<file path="config.mk">
export PLATFORM = sky130hd
export DESIGN_NAME = dvi_video_gen
export DESIGN_NICKNAME = d
export VERILOG_FILES = /design/src/rtl/dvi_video_gen.sv
export SDC_FILE = /design/constraint.sdc
export NUM_CORES = 1
export LEC_CHECK = 0
export BUFFER_PORTS_ARGS = -buffer_cell sky130_fd_sc_hd__buf_2
export CORE_MARGIN = 2
export CORE_UTILIZATION = 49
export DETAILED_ROUTE_END_ITERATION = 7
export GPL_TIMING_DRIVEN = 1
export PLACE_DENSITY_LB_ADDON = 0.15
export SYNTH_ARGS = -nofsm -noshare
export SYNTH_HDL_FRONTEND = slang
export SYNTH_SLANG_ARGS = --single-unit
</file>
<file path="constraint.sdc">
create_clock -name clk_dot -period 2.1 [get_ports clk_dot]
set_input_delay 0.315 -clock clk_dot [delete_from_list [all_inputs] [get_ports clk_dot]]
set_output_delay 0.315 -clock clk_dot [all_outputs]
set_load 0.01 [all_outputs]
</file>
<file path="src/rtl/dvi_video_gen.sv">
`default_nettype none
// ============================================================================
// Module   : dvi_video_gen
// Summary  : Parametrised video timing and test-pattern generator for the
//            TFP410 HDMI PMOD (3b or 12b colour).
// Revision : 1.0 - initial release
// ============================================================================
module dvi_video_gen #(
   parameter int   H_ACTIVE = 640,
   parameter int   H_FP     = 16,
   parameter int   H_SYNC   = 96,
   parameter int   H_BP     = 48,
   parameter int   V_ACTIVE = 480,
   parameter int   V_FP     = 10,
   parameter int   V_SYNC   = 2,
   parameter int   V_BP     = 33,
   parameter logic HS_POL   = 1'b0,
   parameter logic VS_POL   = 1'b0,
   parameter int   OUT_BITS = 4
) (
   input  logic                clk_dot,
   input  logic                reset,
   input  logic [1:0]          mode,
   input  logic [23:0]         ext_rgb,
   output logic                ext_req,
   output logic                frame_start,
   output logic [$clog2(H_ACTIVE+H_FP+H_SYNC+H_BP)-1:0] hcount,
   output logic [$clog2(V_ACTIVE+V_FP+V_SYNC+V_BP)-1:0] vcount,
   output logic                vga_de,
   output logic                vga_hs,
   output logic                vga_vs,
   output logic [OUT_BITS-1:0] pix_r,
   output logic [OUT_BITS-1:0] pix_g,
   output logic [OUT_BITS-1:0] pix_b
);

   localparam int HTOTAL = H_ACTIVE + H_FP + H_SYNC + H_BP;
   localparam int VTOTAL = V_ACTIVE + V_FP + V_SYNC + V_BP;
   localparam int HW     = $clog2(HTOTAL);
   localparam int VW     = $clog2(VTOTAL);
   localparam int BAR_W  = H_ACTIVE / 8;

   localparam logic [HW-1:0] c_h_last   = HW'(HTOTAL - 1);
   localparam logic [VW-1:0] c_v_last   = VW'(VTOTAL - 1);
   localparam logic [HW-1:0] c_bar_last = HW'(BAR_W - 1);
   localparam logic [31:0]   c_h_act    = H_ACTIVE;
   localparam logic [31:0]   c_v_act    = V_ACTIVE;
   localparam logic [31:0]   c_hs_start = H_ACTIVE + H_FP;
   localparam logic [31:0]   c_hs_end   = H_ACTIVE + H_FP + H_SYNC;
   localparam logic [31:0]   c_vs_start = V_ACTIVE + V_FP;
   localparam logic [31:0]   c_vs_end   = V_ACTIVE + V_FP + V_SYNC;

   logic [HW-1:0] r_hc;
   logic [VW-1:0] r_vc;
   logic [1:0]    r_mode;
   logic [7:0]    r_frame_cnt;
   logic [HW-1:0] r_bar_cnt;
   logic [2:0]    r_bar_idx;

   logic [31:0] w_h32;
   logic [31:0] w_v32;
   logic        w_h_wrap;
   logic        w_frame_wrap;
   logic        w_frame_first;
   logic        w_active;
   logic        w_hs_on;
   logic        w_vs_on;
   logic        w_checker;
   logic [1:0]  w_mode;
   logic [7:0]  w_r;
   logic [7:0]  w_g;
   logic [7:0]  w_b;
   logic        w_unused_bits;

   assign w_h32         = 32'(r_hc);
   assign w_v32         = 32'(r_vc);
   assign w_h_wrap      = (r_hc == c_h_last);
   assign w_frame_wrap  = w_h_wrap && (r_vc == c_v_last);
   assign w_frame_first = (r_hc == '0) && (r_vc == '0);
   assign w_active      = (w_h32 < c_h_act) && (w_v32 < c_v_act);
   assign w_hs_on       = (w_h32 >= c_hs_start) && (w_h32 < c_hs_end);
   assign w_vs_on       = (w_v32 >= c_vs_start) && (w_v32 < c_vs_end);
   assign w_checker     = w_h32[5] ^ w_v32[5];
   assign ext_req       = w_active;

   // The first pixel of a frame already shows the mode being latched on it.
   assign w_mode = w_frame_first ? mode : r_mode;

   always_ff @(posedge clk_dot) begin
      if (reset) begin
         r_hc <= '0;
         r_vc <= '0;
      end else if (w_h_wrap) begin
         r_hc <= '0;
         r_vc <= (r_vc == c_v_last) ? '0 : r_vc + 1'b1;
      end else begin
         r_hc <= r_hc + 1'b1;
      end
   end

   // Bar index tracks hc with a width counter so no divider is needed.
   always_ff @(posedge clk_dot) begin
      if (reset || w_h_wrap) begin
         r_bar_cnt <= '0;
         r_bar_idx <= '0;
      end else if (w_h32 < c_h_act) begin
         if (r_bar_cnt == c_bar_last) begin
            r_bar_cnt <= '0;
            r_bar_idx <= r_bar_idx + 1'b1;
         end else begin
            r_bar_cnt <= r_bar_cnt + 1'b1;
         end
      end
   end

   always_ff @(posedge clk_dot) begin
      if (reset) begin
         r_mode      <= '0;
         r_frame_cnt <= '0;
      end else begin
         if (w_frame_first) r_mode <= mode;
         if (w_frame_wrap)  r_frame_cnt <= r_frame_cnt + 1'b1;
      end
   end

   always_comb begin
      w_r = '0;
      w_g = '0;
      w_b = '0;
      case (w_mode)
         2'd0: begin
            w_r = {8{~r_bar_idx[1]}};
            w_g = {8{~r_bar_idx[2]}};
            w_b = {8{~r_bar_idx[0]}};
         end
         2'd1: begin
            w_r = {8{w_checker}};
            w_g = {8{w_checker}};
            w_b = {8{w_checker}};
         end
         2'd2: begin
            w_r = w_h32[7:0];
            w_g = w_v32[7:0];
            w_b = r_frame_cnt;
         end
         default: begin
            w_r = ext_rgb[23:16];
            w_g = ext_rgb[15:8];
            w_b = ext_rgb[7:0];
         end
      endcase
   end

   // Low channel bits are dropped by packing when OUT_BITS < 8.
   assign w_unused_bits = &{1'b0, w_r, w_g, w_b};

   always_ff @(posedge clk_dot) begin
      if (reset) begin
         vga_de      <= 1'b0;
         vga_hs      <= ~HS_POL;
         vga_vs      <= ~VS_POL;
         frame_start <= 1'b0;
         hcount      <= '0;
         vcount      <= '0;
         pix_r       <= '0;
         pix_g       <= '0;
         pix_b       <= '0;
      end else begin
         vga_de      <= w_active;
         vga_hs      <= w_hs_on ? HS_POL : ~HS_POL;
         vga_vs      <= w_vs_on ? VS_POL : ~VS_POL;
         frame_start <= w_frame_first;
         hcount      <= r_hc;
         vcount      <= r_vc;
         pix_r       <= w_active ? w_r[7 -: OUT_BITS] : '0;
         pix_g       <= w_active ? w_g[7 -: OUT_BITS] : '0;
         pix_b       <= w_active ? w_b[7 -: OUT_BITS] : '0;
      end
   end

endmodule
`default_nettype wire

</file>
== Yosys cells after proc, flatten, opt, wreduce, memory -nomap -nowiden ==
Index checks and enable logic that the tools add are counted.

* $add $sub $neg: 5
* Magnitude comparators: 6
* Equal/unequal tests: 5
* Multiplexer cells: 8
* Bitwise gates (word level): 5
* Reduce and logical (&&, ||, !) cells: 12

{| class="wikitable"
|+ Operator list
! kind !! number
|-
| $pmux W8 S3 || 3
|-
| $add A10 B1 Y10 const B || 3
|-
| $eq A10 B10 Y1 const B || 2
|-
| $logic_not A10 Y1 || 2
|-
| $lt A10 B10 Y1 const B || 2
|-
| $lt A10 B9 Y1 const B || 2
|-
| $mux W10 || 2
|-
| $eq A10 B7 Y1 const B || 1
|-
| $ge A10 B10 Y1 const B || 1
|-
| $ge A10 B9 Y1 const B || 1
|-
| $add A8 B1 Y8 const B || 1
|-
| $logic_and A1 B1 Y1 || 5
|-
| $not A1 Y1 || 4
|-
| $reduce_or A2 Y1 || 2
|-
| $add A3 B1 Y3 const B || 1
|-
| $eq A2 B1 Y1 const B || 1
|-
| $eq A2 B2 Y1 const B || 1
|-
| $logic_not A2 Y1 || 1
|-
| $mux W1 || 2
|-
| $mux W2 || 1
|-
| $reduce_and A2 Y1 || 1
|-
| $logic_or A1 B1 Y1 || 1
|-
| $xor A1 B1 Y1 || 1
|}

* Flip-flop bits (word level): 79
* Bits of input ports: 28
* Output and inout bits: 37
* Word-level logic and storage cells: 56

== Logic depth before layout (Yosys ltp) ==
Gate-level depths: netlist (run 1).

* Word-level depth: 5
* Mapped depth: 8

== Worst setup path after synthesis (run 1) ==
No wires, ideal clock.

* Path kind: register -> register
* Start: register r_vc[5]
* End: register pix_b[0]
* Setup time: 0.119 ns
* Data arrival time: 2.041 ns
* Data required time: 1.981 ns
* Setup slack: -0.060 ns
* Cell stages (with the launch flop): 7
* Period minus slack after synthesis: 2.160 ns
* Cells stage by stage: dfxtp_1 -> buf_6 -> or4_4 -> or2_4 -> nor3_4 -> mux2_2 -> o221a_2

* Longest elaborated chain between the ends: 5
* Elaborated cells on any way between the ends: 12
* Classes of those cells: 1 x order compare; 2 x eq/ne; 2 x mux; 2 x bitwise; 5 x reduce/logical

{| class="wikitable"
|+ RTL lines
! item !! RTL line !! RTL
|-
| start: declaration || 54 || <nowiki>logic [VW-1:0] r_vc;</nowiki>
|-
| start signal: assignment || 95 || <nowiki>r_vc <= (r_vc == c_v_last) ? '0 : r_vc + 1'b1;</nowiki>
|-
| parallel branches: the longest is 5 deep, another holds $lt A10 B9 Y1 || n/a ||
|-
| end signal: assignment || 177 || <nowiki>pix_b <= w_active ? w_b[7 -: OUT_BITS] : '0;</nowiki>
|-
| end: declaration || 34 || <nowiki>output logic [OUT_BITS-1:0] pix_b</nowiki>
|}

Several ways; the timed one is not identified.
A chain may end at the register's enable or synchronous reset.

== Worst setup path after layout (run 1) ==
* Start: register r_vc[4]
* End: register pix_b[3]

The elaborated chain is that of the path after synthesis.

==> flow_summary.yaml, run 1 <==
floorplan:
  rows: 29
  dieHeight_um: 85.5
  die_w_um: 85.5
  ios: 65
  dieArea_um2: 7320
  fp.coreArea_um2: 6390
  initial_utilization: 0.510
timing:
  skew_ns: 0.00787
  fin_ws_ns: -0.00411
  timing.final.crit_share: 1.00
  min_period_ns: 2.10
  hold_violations: 0
  rsz0062_at_grt: "yes"
  drv_slew: 0
  worstMarginPinSlew_ns: 0.515
  setup_violations: 2
  max-slew-margin-rel: 0.656
  tns_ns: -0.00566
  fmax_mhz: 475
logic_synthesis:
  synth_seq_cells: 79
  seq_area_frac_synth: 0.485
  synth_cells: 354
  avgSynthCellArea_um2: 9.20
  synth_nets: 389
  ys.warnings.count: 0
  synth_area_um2: 3260
  synth.distinct_cells: 41
power:
  switchingPower_uw: 685
  power_uw: 3060
  pwr-share-seq: 0.515
  vdd_drop_max_uv: 477
  p_leak_uw: 0.00173
  p_int_uw: 2380
  power_frac_comb: 0.093
  netSwitchingFraction: 0.224
  pwr-share-clk: 0.392
  power_density_nw_per_um2: 771
critical_path:
  crit_path_max_fanout: 6
  required_ns: 2.33
  start_kind: "flop"
  cp.arrival_ns: 2.33
  end_kind: "flop"
  r2r_start: "r_vc[4]"
  rrSetupSlack_ns: -0.004
  reg2regPathDepth: 5
  crit_type: "reg2reg"
  reg2reg_to: "pix_b[3]"
job:
  cap_violations: 0
place:
  dpl_cell_area_um2: 3700
  globalplace.congestion: 0.760
  dp_cells: 486
  io_buffers: 52
  hpwl_um: 4940
detailed_routing:
  drt_first_pass_iters: 4
  viasPerCell: 5.34
  vias: 2686
  ant_nets: 0
  post_drt_wl_per_cell_um: 13.7
  routed_wirelength_um: 6910
  drc: 0
  drt-initial-drc-count: 106
cts:
  clkSlewWorstSetupHoldPaths_ns: 0.08
  clk_latency_ns: 0.34
  cts_buffers: 9
  cts_tree: "done"
  clockBufferDepth: 2
  clock-root-buffer: "clkbuf_8"
  cts.htree.levels: 3
  clkSinkCount: 79
cells_and_area:
  final_cell_area_um2: 3970
  final_common_cell: "dfxtp_1"
  nNetsFinal: 457
  area_growth_pct: 22.0
  post-route-util: 0.622
  num_antenna_cells: 0
  layout.cells.non_filler: 503
  final_cell_mix: "dfxtp_1, buf_2, nor2_1"
  drive_above_1_share: 0.265
hold_path:
  worstHoldStart: "ext_rgb[21]"
  worstHoldPathType: "in2reg"
  hold_path_depth: 3
  hold_end: "pix_r[1]"
global_route:
  antenna_found_initial: 0
  grt_pass1_vias: 2467
  grt_pass1_wl_um: 11400
  grt_max_degree: 17
  grtUsageTotal: 0.196
  overflow: 0
run_status:
  status: "finished with violations"
  violations: "setup timing"
## final cells by class
type	count	area (µm²)
fillers	580	2410
multi-input cells	240	1590
flip-flops and latches	79	1580
repair buffers	75	433
clock buffers	11	141
well taps	77	96.3
clock inverters	4	70.1
inverters	17	63.8
## synthesized netlist by cell type
cell type | number | area share
dfxtp_1 | 79 | 0.49
nor2_1 | 47 | 0.054
nand2_1 | 20 | 0.023
xor2_1 | 20 | 0.054
inv_1 | 17 | 0.020
clkbuf_1 | 16 | 0.018
nor2b_1 | 16 | 0.031
nand3_1 | 14 | 0.022
nand4_1 | 11 | 0.021
xnor2_1 | 11 | 0.030
a21oi_1 | 9 | 0.014
a221oi_1 | 8 | 0.022
and3_1 | 8 | 0.015
nor3_1 | 8 | 0.012
ha_1 | 7 | 0.027
o21ai_0 | 7 | 0.011
o31ai_1 | 7 | 0.016
mux2i_1 | 5 | 0.015
and4_1 | 4 | 0.011
o221a_2 | 4 | 0.014
or2_2 | 4 | 0.0077
or3_1 | 4 | 0.0077
a21boi_0 | 3 | 0.0069
nand2b_1 | 3 | 0.0058
nor4_1 | 3 | 0.0058
mux2_2 | 2 | 0.0069
nor3b_1 | 2 | 0.0046
or4_1 | 2 | 0.0046
and2_1 | 1 | 0.0019
and3_2 | 1 | 0.0023
buf_2 | 1 | 0.0015
buf_6 | 1 | 0.0035
mux2i_2 | 1 | 0.0042
nand3b_1 | 1 | 0.0023
nand4b_1 | 1 | 0.0027
nor2_2 | 1 | 0.0019
nor3_4 | 1 | 0.0050
o21ai_1 | 1 | 0.0015
or2_4 | 1 | 0.0027
or4_4 | 1 | 0.0035
or4b_2 | 1 | 0.0031
## kinds of logic after synthesis
logic type | after synthesis | synth area share
buf+inv | 35 | 0.0430
simple gates | 155 | 0.250
flops | 79 | 0.485
fa+ha+maj | 7 | 0.0269
xor+xnor | 31 | 0.0833
compound gates | 39 | 0.0845
mux | 8 | 0.0265
## state kept, by name, summed over array words and instances (netlist names), 8 cells and up
name	cells
hcount	10
r_bar_cnt	10
vcount	10
r_hc	10
r_vc	10
r_frame_cnt	8
## layer usage
metal  vias up  wire [µm]  GRT usage
li1       1344          -          -
met4         0         43     0.0693
met3         2        279     0.0443
met5         -          0          0
met1      1279       3080      0.249
met2        61       3510      0.330
## how the worst max path moves through the flow
stage	startpoint	endpoint	slack, ns	cells past startpoint
floorplan	r_vc[5]	pix_b[0]	0.03	6
global route	r_hc[0]	pix_g[1]	-0.05	8
finish	r_vc[4]	pix_b[3]	-0.004	5
detailed placement	r_vc[4]	r_frame_cnt[6]	0.02	5
global placement	r_vc[4]	pix_b[3]	0.07	5
CTS	r_vc[4]	pix_b[3]	0.009	5
## critical path, cell delays in order (launching register included)
cell     delay [ns]
dfxtp_2        0.33
or4_4          0.55
or2_4          0.29
nor3_4         0.20
mux2_4         0.36
o221a_2        0.27
## what timing repair did
item	CTS	global route
pin swaps	0	2
hold buffers	0	0
setup buffers	0	2
hold endpoints to repair	0	0
endpoints found under the setup margin	1	14
resized for setup	1	9
gates cloned	0	0
## per-stage QoR
stage	setup WS [ns]	hold WS, ns
2_1_floorplan	0.0270	0.441
3_3_place_gp	0.0679	0.457
3_5_place_dp	0.0213	0.473
4_1_cts	0.00851	0.214
5_1_grt	-0.0491	0.226
6_report	-0.00411	0.229
## power by group through the flow
stage          sequential [µW]  combinational, µW  clock, µW
4_1_cts                   1580                261       1220
2_1_floorplan             1630                146          0
5_1_grt                   1580                312       1280
3_5_place_dp              1610                260          0
3_3_place_gp              1610                255          0
6_report                  1580                285       1200
Note: power is estimated with default switching activity, not from simulation.
==> run 2, diff against run 1 <==
==> constraint.sdc (replaced) <==
create_clock -name clk_dot -period 2.1 [get_ports clk_dot]
set_input_delay 0.42 -clock clk_dot [delete_from_list [all_inputs] [get_ports clk_dot]]
set_output_delay 0.42 -clock clk_dot [all_outputs]
set_load 0.01 [all_outputs]
==> flow_summary.yaml, run 2 (same netlist as run 1, synthesis figures left out) <==
critical_path:
  cp_slowest_cell: "or4_4"
  cp.arrival_ns: 2.31
  crit_path_max_fanout: 6
  end_kind: "flop"
  required_ns: 2.34
  start_kind: "flop"
  cpPeakStageDelay_ns: 0.55
  critPathTopFamily: "simple AND/OR/NAND/NOR gates"
  crit_type: "reg2reg"
  cp_cell_sequence: "or4_4 -> or2_4 -> nor3_4 -> mux2_4 -> o221a_2"
  cp.buffers_inverters: 0
global_route:
  grtUsageTotal: 0.196
  antenna_found_initial: 0
  overflow: 0
  grt_pass1_wl_um: 11300
  grt_max_degree: 17
  grt_pass1_vias: 2477
place:
  globalplace.congestion: 0.772
  dpl_cell_area_um2: 3700
  hpwl_um: 4970
  place_ws_ns: 0.0469
  io_buffers: 52
power:
  vdd_drop_max_uv: 432
  power_uw: 3150
  power_density_nw_per_um2: 785
  p_leak_uw: 0.00174
timing:
  min_period_ns: 2.07
  fmax_mhz: 483
  rsz0062_at_grt: "yes"
  hold_violations: 0
  setup_violations: 0
  fin_ws_ns: 0.0278
  worstMarginPinSlew_ns: 0.512
  timing.hold.ws_ns: 0.320
  drv_slew: 0
  max-slew-margin-rel: 0.658
  timing.final.crit_share: 0.987
  skew_ns: 0.00654
  tns_ns: 0
cells_and_area:
  final_cell_area_um2: 4020
  final_common_cell: "dfxtp_1"
  nNetsFinal: 457
  area_growth_pct: 23.2
  drive_above_1_share: 0.284
  num_antenna_cells: 0
  final_cell_mix: "dfxtp_1, buf_2, nor2_1"
cts:
  clock-root-buffer: "clkbuf_8"
  clockBufferDepth: 2
  cts_tree: "done"
  cts.htree.levels: 3
  clkSlewWorstSetupHoldPaths_ns: 0.07
  clkSinkCount: 79
  clk_latency_ns: 0.35
  postCtsHoldBufs: 0
  cts_buffers: 9
job:
  cap_violations: 0
detailed_routing:
  viasPerCell: 5.23
  drc: 0
  drt_first_pass_iters: 4
  vias: 2630
  ant_nets: 0
  drt-initial-drc-count: 168
  routed_wirelength_um: 6840
  post_drt_wl_per_cell_um: 13.6
floorplan:
  fp.coreArea_um2: 6390
  dieArea_um2: 7320
  dieHeight_um: 85.5
  initial_utilization: 0.510
  die_w_um: 85.5
  ios: 65
  rows: 29
hold_path:
  worstHoldPathType: "in2reg"
run_status:
  status: "completed"
run 2: through the flow:
step	instances	utilization
2_1_floorplan	354	-
3_3_place_gp	486	0.580
3_5_place_dp	486	0.580
4_1_cts	501	0.617
5_1_grt	503	0.629
6_report	503	0.629
run 2: metal layers:
metal | track usage | part of all wire
met1 | 0.234 | 0.44
met2 | 0.332 | 0.49
met3 | 0.0433 | 0.040
met4 | 0.0996 | 0.025
met5 | 0 | 0
run 2: worst paths after layout:
kind | cells past startpoint | start | slack [ns] | to
worst max-delay path | 5 | r_vc[4] | 0.03 | pix_b[3]
worst min-delay path | 3 | ext_rgb[12] | 0.32 | pix_g[0]
worst max register to register | 5 | r_vc[4] | 0.03 | pix_b[3]
worst min register to register | 1 | r_hc[0] | 0.45 | r_hc[0]
run 2: tightest hold or removal path, delay by kind of cell:
| family | cells | cell delay, ns |
|---|---|---|
| buffers and inverters | 2 | 0.14 |
| AOI/OAI and AO/OA | 1 | 0.06 |
run 2: report_power, final:
part	total, µW	internal (µW)	switching (µW)
clock network	1280	758	525
registers	1580	1550	28.3
logic	289	136	152
total	3150	2440	705
run 2: area by class of cell:
| cell class | count | area [µm²] |
|---|---|---|
| fill | 579 | 2370 |
| multi-input combinational | 240 | 1610 |
| sequential | 79 | 1580 |
| timing repair buffer | 75 | 433 |
| clock buffer | 12 | 165 |
| tap | 77 | 96.3 |
| clock inverter | 3 | 65.1 |
| inverter | 17 | 63.8 |
run 2: timing repair:
| item | CTS | global route |
|---|---|---|
| pin swaps | 0 | 1 |
| endpoints found under the setup margin | 1 | 16 |
| buffers inserted | 0 | 2 |
| resized for setup | 1 | 15 |
==> run 3, diff against run 2 <==
--- a/config.mk
+++ b/config.mk
@@ -10,7 +10,7 @@
 export CORE_UTILIZATION = 49
 export DETAILED_ROUTE_END_ITERATION = 7
 export GPL_TIMING_DRIVEN = 1
-export PLACE_DENSITY_LB_ADDON = 0.15
+export PLACE_DENSITY = 0.75
 export SYNTH_ARGS = -nofsm -noshare
 export SYNTH_HDL_FRONTEND = slang
 export SYNTH_SLANG_ARGS = --single-unit
==> flow_summary.yaml, run 3 (same netlist as run 1, synthesis figures left out) <==
detailed_routing:
  vias: 2593
  wl_met2_um: 3060
  drt_first_pass_iters: 4
  dr.max_layer_used: "met4"
  ant_nets: 0
  drc: 0
  drt-initial-drc-count: 115
  viasPerCell: 5.20
  wl_met1_um: 3320
  routed_wirelength_um: 6810
  post_drt_wl_per_cell_um: 13.6
  wl_met3_um: 258
floorplan:
  ios: 65
  dieArea_um2: 7320
  fp.coreArea_um2: 6390
  initial_utilization: 0.510
  die_w_um: 85.5
  rows: 29
  dieHeight_um: 85.5
place:
  globalplace.congestion: 0.852
  dpl_cell_area_um2: 3660
  hpwl_um: 4800
  dp_cells: 480
  io_buffers: 52
  place_ws_ns: 0.0332
job:
  cap_violations: 0
cells_and_area:
  final_common_cell: "dfxtp_1"
  final_cell_area_um2: 3930
  num_antenna_cells: 0
  layout.cells.non_filler: 499
  nNetsFinal: 452
  drive_above_1_share: 0.258
  post-route-util: 0.615
  area_growth_pct: 20.6
  final_cell_mix: "dfxtp_1, buf_2, nor2_1"
power:
  netSwitchingFraction: 0.226
  switchingPower_uw: 697
  power_uw: 3080
  pwr-share-clk: 0.403
  p_leak_uw: 0.00170
  power_density_nw_per_um2: 783
  vdd_drop_max_uv: 558
  power_frac_comb: 0.084
  p_int_uw: 2380
  pwr-share-seq: 0.513
critical_path:
  required_ns: 2.32
  worstSetupStartpoint: "r_vc[4]"
  crit_path_max_fanout: 8
  critPathTopFamily: "simple AND/OR/NAND/NOR gates"
  reg2regPathDepth: 5
  cp_slowest_cell: "or4_4"
  cp_cell_sequence: "or4_4 -> or2_4 -> nor3_4 -> mux2i_2 -> a221oi_1"
  end_kind: "flop"
  start_kind: "flop"
  rrSetupSlack_ns: 0.03
  cpPeakStageDelay_ns: 0.54
  endpoint: "pix_g[0]"
  cp.buffers_inverters: 0
  cp.arrival_ns: 2.29
  reg2reg_to: "pix_g[0]"
  r2r_start: "r_vc[4]"
  crit_type: "reg2reg"
  path_depth: 5
cts:
  cts_buffers: 9
  cts.htree.levels: 3
  clkSlewWorstSetupHoldPaths_ns: 0.07
  clk_latency_ns: 0.36
  cts_tree: "done"
  postCtsHoldBufs: 0
  clkSinkCount: 79
  clock-root-buffer: "clkbuf_8"
  clockBufferDepth: 2
global_route:
  grt_pass1_wl_um: 11200
  grt_pass1_vias: 2446
  grt_max_degree: 23
  antenna_found_initial: 0
  grtUsageTotal: 0.196
  overflow: 0
timing:
  min_period_ns: 2.07
  max-slew-margin-rel: 0.693
  fmax_mhz: 482
  skew_ns: 0.00783
  fin_ws_ns: 0.0261
  worstMarginPinSlew_ns: 0.460
  rsz0062_at_grt: "yes"
  timing.final.crit_share: 0.988
  drv_slew: 0
  hold_violations: 0
  setup_violations: 0
run_status:
  status: "completed"
hold_path:
  worstHoldPathType: "in2reg"
[run 3: cell count changes in the layout (fill, tap and decap cells not counted), sizes merged]
cell	previous run	this run
buf	75	70
bufinv	2	1
clkbuf	12	14
[run 3: worst register-to-register path, delay by kind of cell (launching register included)]
family | cells | cell delay [ns]
flip-flops | 1 | 0.31
multiplexers | 1 | 0.44
AO/OA/AOI/OAI | 1 | 0.16
AND/OR/NAND/NOR | 3 | 1.02
[run 3: repair_timing]
item | CTS | global route
endpoints found under the setup margin | 1 | 16
resized for setup | 1 | 6
buffers inserted | 0 | 3
pin swaps | 0 | 2
[run 3: metrics by stage]
step / hold slack, ns / setup TNS [ns]
final: 0.313 / 0
after detailed placement: 0.467 / 0
after global routing: 0.319 / -0.687
after CTS: 0.305 / 0
after floorplan: 0.441 / 0
after global placement: 0.455 / 0
[run 3: how the worst min path moves through the flow]
| stage | from | to | slack [ns] | cells after the start |
|---|---|---|---|---|
| 2_1_floorplan | r_hc[0] | r_hc[0] | 0.44 | 1 |
| 3_3_place_gp | r_hc[0] | r_hc[0] | 0.46 | 1 |
| 3_5_place_dp | r_hc[0] | r_hc[0] | 0.47 | 1 |
| 4_1_cts | ext_rgb[15] | pix_g[3] | 0.30 | 3 |
| 5_1_grt | ext_rgb[15] | pix_g[3] | 0.32 | 3 |
| 6_report | ext_rgb[15] | pix_g[3] | 0.31 | 3 |
[run 3: metal layers]
metal / track usage / vias to the layer above
met3: 0.0510 / 15
met5: 0 / -
met1: 0.257 / 1189
met4: 0.0996 / 0
met2: 0.300 / 52
li1: - / 1337
[run 3: area by class of cell]
cell class / count / area, µm²
fillers: 554 / 2460
flip-flops and latches: 79 / 1580
multi-input cells: 240 / 1560
repair buffers: 70 / 395
clock buffers: 14 / 193
well taps: 77 / 96.3
inverters: 17 / 63.8
clock inverters: 2 / 35.0
[run 3: power by group through the flow]
| stage | clock network (µW) | logic [µW] | registers (µW) |
|---|---|---|---|
| CTS | 1260 | 253 | 1580 |
| floorplan | 0 | 146 | 1630 |
| global route | 1320 | 288 | 1580 |
| detailed placement | 0 | 251 | 1610 |
| finish | 1240 | 259 | 1580 |
| global placement | 0 | 246 | 1610 |
